## config.mk

```make
export PLATFORM = sky130hd
export DESIGN_NAME = sev_seg_bcd_decoder
export DESIGN_NICKNAME = d
export VERILOG_FILES = /design/src/rtl/sev_seg_pkg.sv /design/src/rtl/sev_seg_pattern_decoder.sv /design/src/rtl/sev_seg_bcd_decoder.sv
export SDC_FILE = /design/constraint.sdc
export NUM_CORES = 1
export LEC_CHECK = 0
export CAP_MARGIN = 15
export CORE_UTILIZATION = 30
export CTS_CLUSTER_DIAMETER = 30
export CTS_CLUSTER_SIZE = 8
export DETAILED_ROUTE_END_ITERATION = 10
export GPL_TIMING_DRIVEN = 1
export SLEW_MARGIN = 20
export SYNTH_ARGS = -nofsm -noshare
export SYNTH_HDL_FRONTEND = slang
export SYNTH_SLANG_ARGS = --single-unit
```

## constraint.sdc

```tcl
create_clock -name clk -period 4 [get_ports clk]
set_clock_uncertainty 0.1 [all_clocks]
set_input_delay 0.4 -clock clk [delete_from_list [all_inputs] [get_ports clk]]
set_output_delay 0.4 -clock clk [all_outputs]
set_load 0.005 [all_outputs]
```

## src/rtl/sev_seg_pkg.sv

```systemverilog
`default_nettype none
// +----------------------------------------------------------------------------+
// | sev_seg_pkg: shared constants and FSM type for the seven-segment read-back  |
// | Revision: 1.0                                                              |
// +----------------------------------------------------------------------------+
package sev_seg_pkg;

   localparam logic [6:0] SEG_0 = 7'h3F;
   localparam logic [6:0] SEG_1 = 7'h06;
   localparam logic [6:0] SEG_2 = 7'h5B;
   localparam logic [6:0] SEG_3 = 7'h4F;
   localparam logic [6:0] SEG_4 = 7'h66;
   localparam logic [6:0] SEG_5 = 7'h6D;
   localparam logic [6:0] SEG_6 = 7'h7D;
   localparam logic [6:0] SEG_7 = 7'h07;
   localparam logic [6:0] SEG_8 = 7'h7F;
   localparam logic [6:0] SEG_9 = 7'h6F;

   localparam logic [4:0] DGT_LEFT  = 5'b01000;
   localparam logic [4:0] DGT_RIGHT = 5'b00001;

   localparam int unsigned CAP_W = 13;

   typedef enum logic [0:0] {
      S_LEFT  = 1'b0,
      S_RIGHT = 1'b1
   } state_t;

endpackage
`default_nettype wire

```

## src/rtl/sev_seg_pattern_decoder.sv

```systemverilog
`default_nettype none
// +----------------------------------------------------------------------------+
// | sev_seg_pattern_decoder: 8-bit segment pattern -> {valid, bcd}, comb only.  |
// | SEV_SEG_DP_CHECK_EN: a lit decimal point makes the pattern invalid.         |
// | Revision: 1.0                                                              |
// +----------------------------------------------------------------------------+
module sev_seg_pattern_decoder
   import sev_seg_pkg::*;
(
   input  logic [7:0] seg,
   output logic       valid,
   output logic [3:0] bcd
);

   always_comb begin
      valid = 1'b1;
      bcd   = 4'd0;
      case (seg[6:0])
         SEG_0:   bcd = 4'd0;
         SEG_1:   bcd = 4'd1;
         SEG_2:   bcd = 4'd2;
         SEG_3:   bcd = 4'd3;
         SEG_4:   bcd = 4'd4;
         SEG_5:   bcd = 4'd5;
         SEG_6:   bcd = 4'd6;
         SEG_7:   bcd = 4'd7;
         SEG_8:   bcd = 4'd8;
         SEG_9:   bcd = 4'd9;
         default: valid = 1'b0;
      endcase
`ifdef SEV_SEG_DP_CHECK_EN
      if (seg[7]) begin
         valid = 1'b0;
      end
`endif
   end

`ifndef SEV_SEG_DP_CHECK_EN
   logic dp_unused;
   assign dp_unused = seg[7];
`endif

endmodule
`default_nettype wire

```

## src/rtl/sev_seg_bcd_decoder.sv

```systemverilog
`default_nettype none
// +----------------------------------------------------------------------------+
// | sev_seg_bcd_decoder: stability-filtered seven-segment bus -> BCD pairs.     |
// | SEV_SEG_DP_CHECK_EN (in the pattern decoder) rejects a lit decimal point.   |
// | Revision: 1.0                                                              |
// +----------------------------------------------------------------------------+
module sev_seg_bcd_decoder
   import sev_seg_pkg::*;
#(
   parameter int unsigned STABLE_CYCLES = 1
)(
   input  logic       clk,
   input  logic       rst_n,
   input  logic [4:0] dgt_slct,
   input  logic [7:0] seg_in,
   output logic [3:0] bcd_out_1,
   output logic [3:0] bcd_out_2,
   output logic       pair_vld,
   output logic       seg_err
);

   localparam logic [3:0] c_stable_cnt = 4'(STABLE_CYCLES);

   logic [CAP_W-1:0] s_q, s_d;
   logic [3:0]       cnt_q, cnt_d;
   logic             acc_q, acc_d;
   state_t           state_q, state_d;
   logic [3:0]       pend_q, pend_d;
   logic [3:0]       bcd1_q, bcd1_d;
   logic [3:0]       bcd2_q, bcd2_d;
   logic             pair_q, pair_d;
   logic             err_q, err_d;

   logic [CAP_W-1:0] cap;
   logic             dec_valid;
   logic [3:0]       dec_bcd;
   logic             is_left;
   logic             is_right;

   // acc_q marks that s_q has just completed its hold; it is acted on one edge
   // later, which gives the E0+STABLE_CYCLES output latency.
   always_comb begin
      cap = {dgt_slct, seg_in};
      s_d = cap;
      if (cap != s_q) begin
         cnt_d = 4'd1;
      end else if (cnt_q < c_stable_cnt) begin
         cnt_d = cnt_q + 4'd1;
      end else begin
         cnt_d = cnt_q;
      end
      acc_d = (cnt_d == c_stable_cnt) && ((cap != s_q) || (cnt_q != c_stable_cnt));
   end

   sev_seg_pattern_decoder u_pattern_decoder (
      .seg   (s_q[7:0]),
      .valid (dec_valid),
      .bcd   (dec_bcd)
   );

   always_comb begin
      is_left  = (s_q[12:8] == DGT_LEFT);
      is_right = (s_q[12:8] == DGT_RIGHT);
      state_d  = state_q;
      pend_d   = pend_q;
      bcd1_d   = bcd1_q;
      bcd2_d   = bcd2_q;
      pair_d   = 1'b0;
      err_d    = 1'b0;
      if (acc_q && (is_left || is_right)) begin
         case (state_q)
            S_LEFT: begin
               // A pair always opens with a left digit; stray rights are dropped silently.
               if (is_left) begin
                  if (dec_valid) begin
                     pend_d  = dec_bcd;
                     state_d = S_RIGHT;
                  end else begin
                     err_d = 1'b1;
                  end
               end
            end
            S_RIGHT: begin
               if (!dec_valid) begin
                  err_d   = 1'b1;
                  pend_d  = 4'd0;
                  state_d = S_LEFT;
               end else if (is_left) begin
                  pend_d = dec_bcd;
               end else begin
                  bcd1_d  = pend_q;
                  bcd2_d  = dec_bcd;
                  pair_d  = 1'b1;
                  pend_d  = 4'd0;
                  state_d = S_LEFT;
               end
            end
            default: state_d = S_LEFT;
         endcase
      end
   end

   always_ff @(posedge clk) begin
      if (!rst_n) begin
         s_q     <= '0;
         cnt_q   <= 4'd0;
         acc_q   <= 1'b0;
         state_q <= S_LEFT;
         pend_q  <= 4'd0;
         bcd1_q  <= 4'd0;
         bcd2_q  <= 4'd0;
         pair_q  <= 1'b0;
         err_q   <= 1'b0;
      end else begin
         s_q     <= s_d;
         cnt_q   <= cnt_d;
         acc_q   <= acc_d;
         state_q <= state_d;
         pend_q  <= pend_d;
         bcd1_q  <= bcd1_d;
         bcd2_q  <= bcd2_d;
         pair_q  <= pair_d;
         err_q   <= err_d;
      end
   end

   assign bcd_out_1 = bcd1_q;
   assign bcd_out_2 = bcd2_q;
   assign pair_vld  = pair_q;
   assign seg_err   = err_q;

endmodule
`default_nettype wire

```

-- Word-level counts from Yosys, hierarchy flattened
Index checks and enable logic that the tools add are counted.
- bits in registers: 33
- latch bits: 0
- memory bits (writable): 0
- memory bits (read-only): 0
- bits of input ports: 15
- output and inout port bits: 10
- word-level logic and storage cells: 57
- memories: 0
- add/sub/neg operators: 1
- $mul: 0
- div/mod/pow operators: 0
- magnitude comparators: 1
- equality and inequality tests: 17
- shift operators: 0
- mux-type cells: 18
- bitwise operators: 2
- reductions and logical operators: 9
- operators with widths (kind ; count):
    equality test 7 bit, second input constant ; 7
    one-hot mux 4 bit (9 select lines) ; 1
    two-way mux 4 bit ; 6
    equality test 7 x 3 -> 1 bit, second input constant ; 2
    inequality test 13 bit ; 1
    OR reduction 10 bit ; 1
    two-way mux 1 bit ; 8
    one-hot mux 4 bit (2 select lines) ; 1
    AND reduction 4 bit ; 2
    equality test 7 x 6 -> 1 bit, second input constant ; 1
    equality test 5 x 1 -> 1 bit, second input constant ; 1
    equality test 5 x 4 -> 1 bit, second input constant ; 1
    adder 4 x 1 -> 4 bit, second input constant ; 1
    equality test 4 x 1 -> 1 bit, second input constant ; 1
    less-than comparator 4 x 1 -> 1 bit, second input constant ; 1
    inequality test 2 bit, second input constant ; 2
    inequality test 4 x 1 -> 1 bit, second input constant ; 1
    one-hot mux 1 bit (2 select lines) ; 2
    AND reduction 3 bit ; 1
    logical AND 1 bit ; 2
    logical OR 1 bit ; 2
    inverter 1 bit ; 2
    AND reduction 2 bit ; 1

-- Longest topological paths before layout
Gate-level depths: netlist of run 1.
- word-level depth: 6
- depth in mapped cells: 7
- mapped depth without buffers: 7

-- By module
Synthesis of run 1 repeated with hierarchy kept, for this count alone.
- cells, all modules: 157
- area total of the unflattened synthesis: 1546.5 um2
- modules (own cells, without submodules) (module ; times used ; cells an instance ; area an instance (um2) ; sequential area each (um2)):
    sev_seg_bcd_decoder ; 1 ; 131 ; 1356.3 ; 660.6
    sev_seg_pattern_decoder ; 1 ; 26 ; 190.2 ; 0.0

-- Least setup slack after synthesis of run 1
OpenSTA, ideal clock, no wires.
- kind: flip-flop to flip-flop
- from: register s_q[3]
- to: register bcd1_q[0] (netlist: bcd_out_1[0])
- data arrival time: 1.649 ns
- path slack: 2.180 ns
- cell stages (with the launch flop): 7
- clock period less this slack: 1.820 ns
- path through: dfxtp_1 > buf_6 > or4b_4 > nor3_2 > nor3_2 > a21oi_4 > mux2i_1
- word-level cells in the longest chain between the ends: 4
- ends and longest elaborated chain (what ; RTL line ; text):
    from (decl) ; sev_seg_bcd_decoder.sv:24 ; logic [CAP_W-1:0] s_q, s_d;
    from (signal assigned) ; sev_seg_bcd_decoder.sv:105 ; s_q <= '0;
    from (signal assigned) ; sev_seg_bcd_decoder.sv:115 ; s_q <= s_d;
    equality test 7 x 6 -> 1 bit, or another cell as far along ; sev_seg_pattern_decoder.sv:18 ; case (seg[6:0])
    OR reduction 10 bit (no source line) * ; - ;
    two-way mux 1 bit * ; sev_seg_pattern_decoder.sv:18 ;
    AND reduction 4 bit (no source line) * ; - ;
    to (signal assigned) ; sev_seg_bcd_decoder.sv:110 ; bcd1_q <= 4'd0;
    to (signal assigned) ; sev_seg_bcd_decoder.sv:120 ; bcd1_q <= bcd1_d;
    to (decl) ; sev_seg_bcd_decoder.sv:29 ; logic [3:0] bcd1_q, bcd1_d;
Every way passes the cells marked *; elsewhere a longest branch is shown, timed or not.
A chain may end at the register's enable or synchronous reset.

-- Worst setup path after layout of run 1
- from: input port seg_in[3]
- to: register cnt_q[0]
- word-level cells in the longest chain between the ends: 2
- ends and longest elaborated chain (what ; RTL line ; text):
    from (decl) ; sev_seg_bcd_decoder.sv:15 ; input logic [7:0] seg_in,
    inequality test 13 bit ; sev_seg_bcd_decoder.sv:45 ; if (cap != s_q) begin
    two-way mux 4 bit ; sev_seg_bcd_decoder.sv:45 ;
    to (signal assigned) ; sev_seg_bcd_decoder.sv:116 ; cnt_q <= cnt_d;
    to (decl) ; sev_seg_bcd_decoder.sv:25 ; logic [3:0] cnt_q, cnt_d;
No other way between the ends.

==> results of run 1 <==
## sequential cells by signal, indices dropped and copies added, names as in the netlist
register and cells:
s_q 13, state_q 1, acc_q 1, bcd_out_1 4, pair_vld 1, cnt_q 4, seg_err 1, bcd_out_2 4
pend_q 4
## stage by stage
step | hold WS [ns] | worst slack (ns) | cell area, um^2 | power, W | utilization
3_5_place_dp | 0.3471 | 1.621 | 1857 | 0.0004148 | 0.3805
2_1_floorplan | 0.3350 | 2.180 | 1567 | 0.0003911 | -
4_1_cts | 0.3619 | 1.920 | 1937 | 0.0006564 | 0.3969
5_1_grt | 0.3787 | 1.702 | 1937 | 0.0006839 | 0.3969
3_3_place_gp | 0.3441 | 1.657 | 1857 | 0.0004149 | 0.3805
6_report | 0.3588 | 1.926 | 1937 | 0.0006453 | 0.3969
## placed cells by master, fill, tap and decap left out, types with 2 or more instances in the layout
cell	instances
o211ai_1	2
nand2_1	24
clkbuf_1	3
o22ai_1	4
dfxtp_1	33
nand3_1	5
xor2_1	6
and3_1	2
nor3_2	2
a21oi_1	5
and2_1	17
nor2_1	6
a21boi_0	2
clkbuf_8	5
xnor2_1	10
ha_1	3
nand4_1	2
nand2b_1	3
mux2i_1	9
nor2b_1	3
o21ai_0	4
nor3_1	2
nor4_1	4
inv_1	3
clkdlybuf4s50_1	24
## tightest hold or removal path, delay by kind of cell (launching register included)
family | cells | cell delay [ns]
and+or+nand+nor | 1 | 0.05
DFF | 1 | 0.31
muxes | 1 | 0.05
## power by group
group	total (W)	internal, W	switching (W)
Sequential	0.000349	0.000337	0.0000116
Combinational	0.0000585	0.0000332	0.0000253
Clock	0.000238	0.000123	0.000115
Total	0.000645	0.000494	0.000152
## worst min-delay path by stage
stage,end,slack [ns],from
floorplan,pend_q[0],0.33,pend_q[0]
global placement,bcd_out_1[2],0.34,bcd_out_1[2]
detailed placement,bcd_out_2[0],0.35,bcd_out_2[0]
CTS,bcd_out_2[0],0.36,bcd_out_2[0]
global route,bcd_out_1[2],0.38,bcd_out_1[2]
finish,bcd_out_2[0],0.36,bcd_out_2[0]
## kinds of logic after synthesis
logic type / Yosys count / synth area share
fa+ha+maj: 3 / 0.02396
xor+xnor: 16 / 0.08945
buf+inv: 11 / 0.03354
mux: 9 / 0.05751
simple gates: 77 / 0.2756
flops: 33 / 0.4217
compound gates: 22 / 0.09824
## final cells by class
cell class	instances	area, um^2	share of cell area
multi-input cells	127	853.3	0.4406
flip-flops and latches	33	660.6	0.3411
repair buffers	25	247.7	0.1279
well taps	67	83.83	0.04328
clock buffers	8	80.08	0.04134
inverters	3	11.26	0.005814
## layer usage
metal | up-vias | routed length (um) | share of wire | GRT usage
met5 | - | 0 | 0 | 0
met4 | 0 | 56 | 0.019 | 0.05660
met3 | 5 | 178 | 0.060 | 0.05827
met2 | 39 | 1292 | 0.44 | 0.1727
met1 | 546 | 1418 | 0.48 | 0.1617
li1 | 631 | - | - | -
==> flow_summary_export.csv, run 1 <==
group,metric,value,unit
status,status,"finished clean",
synthesis,synth_cells,171,
drt,avgRoutedWirePerCell,11.20,um
synthesis,synth.most_common_cell,"dfxtp_1",
global_route,grt_pass1_vias,1026,
critical_path,crit_path_end_kind,"flop",
floorplanning,dieArea,5515,um^2
synthesis,yosysUniqueCellTypes,37,
clocking,clockRootBuffer,"clkbuf_8",
final_layout,fillers,538,
critical_path,cp_max_fo,5,
final_layout,area_growth,23.64,%
floorplanning,start_util,0.3210,
place,dp_cells,255,
timing,final-hold-violation-count,0,
synthesis,yosys.area.top_type,"dfxtp_1",
drt,vias,1221,
timing,slew_viol_final,0,
place,dp_hpwl,2161,um
flow_run,max-cap-violations,0,
critical_path,cp-start-kind,"primary input",
final_layout,diodes,0,
synthesis,synth_area,1567,um^2
clocking,cts.reportedPaths.clkPinSlew,0.06,ns
drt,drt_iter0_drc,56,
global_route,track_usage,0.1239,
clocking,cts.sink_count,33,
clocking,h-tree-depth,2,
clocking,cts_buffers,5,
critical_path,r2r-start,"s_q[1]",
min_path,hp-class,"reg2reg",
floorplanning,fp.coreArea,4880,um^2
critical_path,critical_path_required,4.04,ns
critical_path,crit_family,"simple AND/OR/NAND/NOR gates",
place,port-buffer-count,24,
synthesis,synth_top_cells_by_area,"dfxtp_1 (42%), and2_1 (6.8%), mux2i_1 (5.8%), nand2_1 (5.8%), xnor2_1 (5.6%)",
pwr,p_leak,0.6618,nW
critical_path,rr_endpoint,"bcd_out_1[1]",
drt,drc,0,
pwr,peakVddDrop,0.1575,mV
synthesis,yosysTopAreaCellShare,0.4217,
timing,fmax,482.2,MHz
global_route,grt-ovfl-total,0,
pwr,power_density,333.2,nW/um^2
critical_path,worstSetupPathDepth,6,
clocking,cts_tree,"yes",
final_layout,final_nets,213,
synthesis,ys_seq_elements,33,
critical_path,critical_path.startpoint,"seg_in[3]",
timing,relSlewSlack,0.4639,
min_path,min_delay_path_depth,2,
synthesis,synthArstFlopShare,0,
critical_path,endpoint,"cnt_q[0]",
critical_path,slowest_delay,0.56,ns
timing,worst_pin_slew,0.8016,ns
clocking,postCtsSetupBuffers,0,
floorplanning,ios,25,
final_layout,layout-drive-gt1-share,0.07653,
floorplanning,dieWidth,74.26,um
drt,vias_per_cell,4.643,
global_route,grt_max_degree,26,
critical_path,cp.buffers_inverters,1,
clocking,cts_buffer_depth,2,
floorplanning,fp-row-count,25,
critical_path,crit_arrival,2.11,ns
critical_path,cp_slowest_cell,"nor4_1",
final_layout,stdcell_count,263,
synthesis,synth.net_count,189,
global_route,grt_first_pass_wirelength,4919,um
global_route,antenna_found_initial,0,
timing,rsz0062_at_grt,"no",
critical_path,ff2ff_path_depth,5,
synthesis,synth_warnings,0,
critical_path,reg2reg_slack,1.99,ns
floorplanning,fp.dieH,74.26,um
synthesis,synth_ff_type,"dfxtp_1",
drt,first_pass_iters,4,
clocking,cts_resized,0,
synthesis,yosysSeqAreaShare,0.4217,
synthesis,synth.avg_cell_area,9.161,um^2
timing,min_period,2.074,ns
drt,wirelength,2945,um
critical_path,cpMostUsedCell,"nor4_1",
timing,tns,0,ns
critical_path,cp_cell_sequence,"clkdlybuf4s50_1, xor2_1, nor4_1, nand4_1, nor4_1, a21boi_0",
clocking,cts_hold_buffers,0,
synthesis,synth-edff-count,0,
synthesis,synthTopCellsByCount,"dfxtp_1 (33), nand2_1 (24), and2_1 (17), xnor2_1 (10), mux2i_1 (9)",
clocking,insertion_delay,0.28,ns
place,gp_congestion,0.8003,
timing,setup_viol,0,
critical_path,crit_type,"in2reg",
drt,ant_nets,0,
timing,finalCritPeriodShare,0.5185,
No activity file was read; power rests on OpenSTA's default activity.
==> run 2, diff against run 1 <==
clock period = 1.78 ns   (was 4 ns; I/O delays follow)
==> run 2 against run 1 <==
Against the previous run:
- hold slack lost 0.0027 ns
- first-iteration DRC count shrank 32%
- total power grew to 2.6 times the previous value
- critical path depth is the same
- die area is the same
- core utilization grew 4.2 points
- highest routed layer unchanged
- count of clock-buffer cells in the layout shrank 2
- combinational power grew to 2.8 times the previous value
- global-route usage grew 0.63 points
- final cell count grew 6.5%
- sequential share of layout area shrank 3.0 points
- non-clock buffer count grew 17
==> flow_summary_export.csv, run 2 (synthesis gave the netlist of run 1 again) <==
group,metric,value,unit
final_layout,layout_commonest_cell,"dfxtp_1",
drt,ant_nets,0,
status,status,"finished clean",
clocking,cts_tree,"yes",
place,port-buffer-count,24,
clocking,cts.reportedPaths.clkPinSlew,0.07,ns
critical_path,crit_path_end_kind,"flop",
timing,setup_viol,0,
place,dp_slack,-0.1402,ns
floorplanning,fp.dieH,74.26,um
pwr,power,0.001660,W
global_route,grt_pass1_vias,1193,
pwr,power_density,775.1,nW/um^2
timing,finalCritPeriodShare,0.9976,
timing,worst_pin_slew,0.3520,ns
pwr,p_leak,0.7757,nW
timing,slew_viol_final,0,
min_path,hp-class,"reg2reg",
place,gp_congestion,0.8684,
clocking,clockRootBuffer,"clkbuf_8",
critical_path,cp_max_fo,9,
drt,drt_iter0_drc,38,
clocking,h-tree-depth,2,
floorplanning,ios,25,
global_route,grt_max_degree,41,
global_route,grt_first_pass_wirelength,5437,um
clocking,cts.sink_count,33,
floorplanning,start_util,0.3210,
global_route,track_usage,0.1302,
final_layout,largest-register,"s_q",
final_layout,final_cell_mix,"dfxtp_1 (30), nand2_1 (24), clkdlybuf4s50_1 (24), and2_1 (17), buf_4 (16)",
drt,avgRoutedWirePerCell,11.04,um
drt,drc,0,
clocking,cts_buffer_depth,2,
timing,rsz0062_at_grt,"yes",
final_layout,largest_reg_flops,13,
critical_path,cp-start-kind,"flop",
timing,finalWorstSetupSlack,0.004288,ns
floorplanning,dieWidth,74.26,um
critical_path,crit_type,"reg2reg",
timing,min_period,1.776,ns
drt,vias,1288,
global_route,antenna_found_initial,0,
final_layout,layout-drive-gt1-share,0.1784,
clocking,cts_buffers,5,
drt,vias_per_cell,4.600,
place,dp_hpwl,2312,um
pwr,peakVddDrop,0.4128,mV
floorplanning,fp.coreArea,4880,um^2
global_route,grt-ovfl-total,0,
critical_path,critical_path_required,1.89,ns
drt,wirelength,3091,um
flow_run,max-cap-violations,0,
final_layout,final_nets,230,
final_layout,diodes,0,
timing,relSlewSlack,0.7640,
timing,final-hold-violation-count,0,
final_layout,area_growth,36.74,%
timing,fmax,563.2,MHz
floorplanning,dieArea,5515,um^2
clocking,insertion_delay,0.28,ns
floorplanning,fp-row-count,25,
critical_path,crit_arrival,1.89,ns
drt,first_pass_iters,4,
[run 2: cell count changes in the layout (fill, tap and decap cells not counted), moves of 2 or more]
cell / before / now
buf_12: 0 / 2
buf_4: 1 / 16
dfxtp_2: 0 / 2
clkbuf_1: 3 / 0
dfxtp_1: 33 / 30
[run 2: metrics by stage]
step                hold slack, ns  TNS (ns)  area, um^2  cells    util
finish                      0.3561         0        2142    280  0.4390
global route                0.3753    -1.181        2142    280  0.4390
CTS                         0.3589         0        2133    280  0.4372
detailed placement          0.3476   -0.9022        1994    270  0.4087
global placement            0.3426   -0.7175        1994    270  0.4087
floorplan                   0.1997   -0.1665        1567    171       -
[run 2: worst max-delay path, cell delays in order, from the launching register on]
cell     delay [ns]
dfxtp_4        0.37
or4b_4         0.53
nor3_4         0.13
nor3_2         0.09
a21oi_4        0.15
buf_12         0.15
mux2i_1        0.18
[run 2: layout make-up]
| type | count | area [um^2] |
|---|---|---|
| flip-flops and latches | 33 | 666.9 |
| clock buffers | 6 | 82.58 |
| multi-input cells | 127 | 859.6 |
| fillers | 506 | 2738 |
| clock inverters | 2 | 37.54 |
| well taps | 67 | 83.83 |
| repair buffers | 42 | 400.4 |
| inverters | 3 | 11.26 |
[run 2: metal layers]
metal,track usage,part of all wire,up-vias
li1,-,-,664
met1,0.1716,0.50,592
met2,0.1990,0.44,28
met3,0.04065,0.040,4
met4,0.05031,0.012,0
met5,0,0,-
[run 2: what timing repair did]
action | 4_1_cts | 5_1_grt
setup endpoints to repair | 12 | 14
hold buffers | 0 | 0
buffers inserted | 2 | 0
pin swaps | 1 | 0
resized for setup | 3 | 2
[run 2: power by group]
group	internal, W	switching (W)	leakage [nW]
combinational	0.0000938	0.0000681	0.447
clock	0.000455	0.000265	0.0574
sequential	0.000757	0.0000220	0.271
[run 2: worst paths after layout]
kind | from | endpoint | slack (ns) | depth (start not counted)
hold / removal | bcd_out_1[2] | bcd_out_1[2] | 0.36 | 2
hold reg to reg | bcd_out_1[2] | bcd_out_1[2] | 0.36 | 2
setup reg to reg | s_q[3] | bcd_out_1[0] | 0.004 | 6
setup / recovery | s_q[3] | bcd_out_1[0] | 0.004 | 6
